==> src/rtl/impact_array_seq.sv <==
// impact_array_seq: one-command-at-a-time sequencer for the IMPACT_HEAD array.
// It generates PreCharge -> WL_enable -> Read/Write strobe timing and returns read
// data, or a zero write ack, over a valid/ready response port.
// Every output is a flop. Each output is loaded from the next-state decode, so it
// changes on the same edge as the state it belongs to.
module impact_array_seq #(
    parameter int DW        = 8,
    parameter int PRE_CYC   = 2,
    parameter int WL_CYC    = 1,
    parameter int SENSE_CYC = 2,
    parameter int WR_CYC    = 2
) (
    input  logic          clk,
    input  logic          rst,              // asynchronous, active low
    input  logic          cmd_valid,
    output logic          cmd_ready,
    input  logic          cmd_write,
    input  logic          cmd_byte_mode,
    input  logic          cmd_trunc,
    input  logic [1:0]    cmd_byte_sel,
    input  logic [1:0]    cmd_proj_sel,
    input  logic [DW-1:0] cmd_wdata,
    output logic          rsp_valid,
    input  logic          rsp_ready,
    output logic [DW-1:0] rsp_rdata,
    output logic          PreCharge,
    output logic          WL_enable,
    output logic          ReadEnable,
    output logic          WriteEnable,
    output logic          Data_In_Enable,
    output logic          Byte_Mode_Enable,
    output logic          Trunc_Enable,
    output logic [1:0]    Byte_Select,
    output logic [1:0]    Proj_Select,
    output logic [DW-1:0] Data_In,
    input  logic [DW-1:0] Data_Out,
    output logic          busy
);

    // A phase length of zero is stretched to one cycle.
    localparam int PRE_N   = (PRE_CYC   < 1) ? 1 : PRE_CYC;
    localparam int WL_N    = (WL_CYC    < 1) ? 1 : WL_CYC;
    localparam int SENSE_N = (SENSE_CYC < 1) ? 1 : SENSE_CYC;
    localparam int WR_N    = (WR_CYC    < 1) ? 1 : WR_CYC;
    localparam int MAX_AB  = (PRE_N > WL_N) ? PRE_N : WL_N;
    localparam int MAX_CD  = (SENSE_N > WR_N) ? SENSE_N : WR_N;
    localparam int MAX_P   = (MAX_AB > MAX_CD) ? MAX_AB : MAX_CD;
    localparam int CW      = $clog2(MAX_P) + 1;

    typedef enum logic [2:0] {IDLE, PRE, WL, ACC, RESP} state_t;

    state_t        state_reg, state_next;
    logic [CW-1:0] cnt_reg, cnt_next;
    logic          write_reg, write_next;
    logic          accept;
    logic          phase_done;

    // cmd_ready is itself a flop, so this gate also blocks an accept in the first cycle after reset.
    assign accept     = (state_reg == IDLE) && cmd_ready && cmd_valid;
    assign phase_done = (cnt_reg <= CW'(1));

    // Next-state and phase-counter logic; the counter loads on phase entry and counts down to 1.
    always_comb begin
        state_next = state_reg;
        cnt_next   = cnt_reg;
        write_next = write_reg;
        case (state_reg)
            IDLE: begin
                if (accept) begin
                    state_next = PRE;
                    cnt_next   = CW'(PRE_N);
                    write_next = cmd_write;
                end
            end
            PRE: begin
                if (phase_done) begin
                    state_next = WL;
                    cnt_next   = CW'(WL_N);
                end else begin
                    cnt_next = cnt_reg - CW'(1);
                end
            end
            WL: begin
                if (phase_done) begin
                    state_next = ACC;
                    cnt_next   = write_reg ? CW'(WR_N) : CW'(SENSE_N);
                end else begin
                    cnt_next = cnt_reg - CW'(1);
                end
            end
            ACC: begin
                if (phase_done) begin
                    state_next = RESP;
                    cnt_next   = '0;
                end else begin
                    cnt_next = cnt_reg - CW'(1);
                end
            end
            RESP: begin
                if (rsp_ready) begin
                    state_next = IDLE;
                end
            end
            default: begin
                state_next = IDLE;
                cnt_next   = '0;
            end
        endcase
    end

    // State, counter and strobe registers. Because the strobes decode a single state, break-before-make holds by construction.
    always_ff @(posedge clk or negedge rst) begin
        if (!rst) begin
            state_reg      <= IDLE;
            cnt_reg        <= '0;
            write_reg      <= 1'b0;
            cmd_ready      <= 1'b0;
            busy           <= 1'b0;
            rsp_valid      <= 1'b0;
            rsp_rdata      <= '0;
            PreCharge      <= 1'b0;
            WL_enable      <= 1'b0;
            ReadEnable     <= 1'b0;
            WriteEnable    <= 1'b0;
            Data_In_Enable <= 1'b0;
        end else begin
            state_reg      <= state_next;
            cnt_reg        <= cnt_next;
            write_reg      <= write_next;
            cmd_ready      <= (state_next == IDLE);
            busy           <= (state_next != IDLE);
            rsp_valid      <= (state_next == RESP);
            PreCharge      <= (state_next == PRE);
            WL_enable      <= (state_next == WL) || (state_next == ACC);
            ReadEnable     <= (state_next == ACC) && !write_next;
            WriteEnable    <= (state_next == ACC) && write_next;
            Data_In_Enable <= (state_next == ACC) && write_next;
            // Array data is sampled on the edge that closes the last ACC cycle.
            if ((state_reg == ACC) && (state_next == RESP)) begin
                rsp_rdata <= write_reg ? '0 : Data_Out;
            end
        end
    end

    // Command fields are latched only on accept and then held until the next accept.
    always_ff @(posedge clk or negedge rst) begin
        if (!rst) begin
            Byte_Mode_Enable <= 1'b0;
            Trunc_Enable     <= 1'b0;
            Byte_Select      <= '0;
            Proj_Select      <= '0;
            Data_In          <= '0;
        end else if (accept) begin
            Byte_Mode_Enable <= cmd_byte_mode;
            Trunc_Enable     <= cmd_trunc;
            Byte_Select      <= cmd_byte_sel;
            Proj_Select      <= cmd_proj_sel;
            Data_In          <= cmd_wdata;
        end
    end

endmodule

==> config.mk <==
export PLATFORM = sky130hd
export DESIGN_NAME = impact_array_seq
export DESIGN_NICKNAME = d
export VERILOG_FILES = /design/src/rtl/impact_array_seq.sv
export SDC_FILE = /design/constraint.sdc
export NUM_CORES = 1
export LEC_CHECK = 0
export ABC_AREA = 1
export CAP_MARGIN = 20
export CORE_MARGIN = 4
export CORE_UTILIZATION = 25
export CTS_CLUSTER_DIAMETER = 100
export CTS_CLUSTER_SIZE = 14
export DETAILED_ROUTE_END_ITERATION = 12
export GPL_TIMING_DRIVEN = 0
export HOLD_SLACK_MARGIN = 0.08
export PLACE_DENSITY = 0.49
export RECOVER_POWER = 100
export SLEW_MARGIN = 20
export SYNTH_ARGS = -nofsm -noshare
export SYNTH_HDL_FRONTEND = slang
export SYNTH_SLANG_ARGS = --single-unit
==> constraint.sdc <==
create_clock -name clk -period 1.6 [get_ports clk]
set_clock_uncertainty 0.05 [all_clocks]
set_input_delay 0.24 -clock clk [delete_from_list [all_inputs] [get_ports clk]]
set_output_delay 0.24 -clock clk [all_outputs]
set_load 0.01 [all_outputs]
==> flow_metrics.tcl <==
set metrics [dict create \
    status "completed" \
    drc_errors 0 \
    start_util_pct 26.3 \
    dp_hpwl_um 2600 \
    post-route-min-period_ns 1.54 \
    syn_to_final_growth_pct 50.2 \
    crit_buf_inv 1 \
    p_per_area_mw_per_mm2 1800 \
    routedWlPerCell_um 11.6 \
    cp_slowest_stage_delay_ns 0.60 \
    crit_path_max_fanout 2 \
    cts-root-buf "clkbuf_8" \
    first_global_vias 1158 \
    boundaryPins 57 \
    final_common_cell "nand2_1" \
    setup_violations 0 \
    detailedPlace.worstSlack_ns -0.000111 \
    cts_buffers 5 \
    drv_slew 0 \
    fin_crit_sh_pct 96.5 \
    drtAntennaViolNets 0 \
    synth.distinct_cells 17 \
    hold_viol 0 \
    finalNetCount 259 \
    hp-class "reg2reg" \
    synth_seq_area_share_pct 59.3 \
    layout-drive-gt1-share_pct 9.91 \
    die_h_um 84.9 \
    fin_tns_setup_ns 0 \
    n_fill_cell 602 \
    setup.worst_path.end_class "primary output" \
    postSynthCellCount 167 \
    synth_nets 194 \
    critical_path.cell_chain "dlygate4sd3_1" \
    die_w_um 84.9 \
    maxCapViolCount 0 \
    seqCellArea_um2 876 \
    ys_warn_count 0 \
    clk_pin_slew_ns 0.07 \
    die-area_mm2 0.00720 \
    worst_slack_ns 0.0566 \
    ys_ff_latch 35 \
    fin_util_pct 39.5 \
    cts_tree "built" \
    fmax_mhz 648 \
    cts_buffer_depth 2 \
    syn_area_mm2 0.00148 \
    n_antenna_cell 0 \
    avgViaCountPerCell 4.07 \
    cts_sinks 35 \
    core_mm2 0.00561 \
    crit_slowest_cell "dlygate4sd3_1" \
    p_total_uw 3990 \
    slew_headroom_pct 39.3 \
    antenna_found_initial 0 \
    grt_overflow 0 \
    grt_usage_pct 10.5 \
    rsz0062_at_grt "no" \
    critPathArrivalTime_ns 1.25 \
    clkLatencyLatePin_ns 0.28 \
    worst_slew_pin_slew_ns 0.910 \
    grt_start_max_net_pins 22 \
    worstSetupPathType "reg2out" \
    routabilityCongestion 0.754 \
    cts.htree.levels 2 \
    peakVddDrop_mv 0.571 \
    p_leak_uw 0.00110 \
    post_cts.repair.setup_buffers 0 \
    vias 1237 \
    syn-mean-instance-area_um2 8.84 \
    dp.cells 296 \
    drtPass1Iterations 4 \
    crit_path_start_kind "flop" \
    grt_first_pass_wirelength_um 5880 \
    multi_input_area_um2 498 \
    row_count 27 \
    crit_family "buffers and inverters" \
    layout_common_cells "nand2_1 (85), clkdlybuf4s50_1 (40), dfrtp_1 (35)" \
    initialDrtViolationCount 59 \
    portBuffers 56 \
    fin_cells 304 \
    routed_wl_um 3520 \
    cp.required_ns 1.31 \
]
## routing by layer
| layer | global-route usage, % | vias up | share of wire [%] | routed length [µm] |
|---|---|---|---|---|
| met1 | 15.3 | 530 | 53 | 1860 |
| met4 | 3.45 | 0 | 1.4 | 48 |
| met5 | 0 | - | 0 | 0 |
| met2 | 14.0 | 54 | 38 | 1340 |
| li1 | - | 648 | - | - |
| met3 | 4.37 | 5 | 8.0 | 281 |
## where the power goes
part           switching [µW]  internal [µW]
clock                     302            338
sequential                225           1280
combinational             953            890
## cell families (layout without fill, tap and decap cells)
logic type	after synthesis	in the layout	synth area share, %
flops	35	35	59.3
compound gates	13	13	6.44
buf+inv	15	80	5.00
simple gates	104	104	29.2
## timing repair
action	CTS	global route
gates resized for setup	0	1
endpoints found under the hold margin	14	0
hold buffers	1	0
endpoints found under the setup margin	0	1
## stage by stage
step | hold slack, ns | area, µm²
after CTS | 0.370 | 2250
after detailed placement | 0.133 | 2150
final | 0.415 | 2220
after global placement | 0.404 | 2130
after floorplan | -0.106 | 1480
after global routing | 0.437 | 2220
## final timing paths
kind | endpoint | slack [ns] | depth (start not counted) | startpoint
max | Data_In[3] | 0.06 | 1 | Data_In[3]
min | Proj_Select[1] | 0.41 | 2 | Proj_Select[1]
max reg2reg | Proj_Select[0] | 0.17 | 6 | state_reg[0]
min reg2reg | Proj_Select[1] | 0.41 | 2 | Proj_Select[1]
max in group asynchronous | cnt_reg[0] | 0.34 | 3 | rst
min in group asynchronous | WL_enable | 0.56 | 2 | rst
## synth_stat cells
master / instances / share of area (%)
a21oi_1: 1 / 0.34
dfrtp_1: 35 / 59
nor2_2: 1 / 0.42
nand3_1: 5 / 1.7
o21ai_0: 2 / 0.68
buf_4: 2 / 1.0
o21ai_2: 8 / 4.7
nor2_1: 9 / 2.3
buf_6: 1 / 0.76
inv_1: 5 / 1.3
o21ai_1: 2 / 0.68
buf_2: 2 / 0.68
nand2_1: 85 / 22
clkinv_1: 1 / 0.25
inv_2: 4 / 1.0
nor2_4: 2 / 1.5
nand4_2: 2 / 1.7
## final cells by class
class	count	area share, %
sequential	35	39.5
timing repair buffer	58	26.7
multi-input combinational	117	22.5
tap	72	4.06
clock buffer	6	3.72
inverter	10	1.69
buffer	5	1.64
clock inverter	1	0.226
No activity file was read; power rests on OpenSTA's default activity.
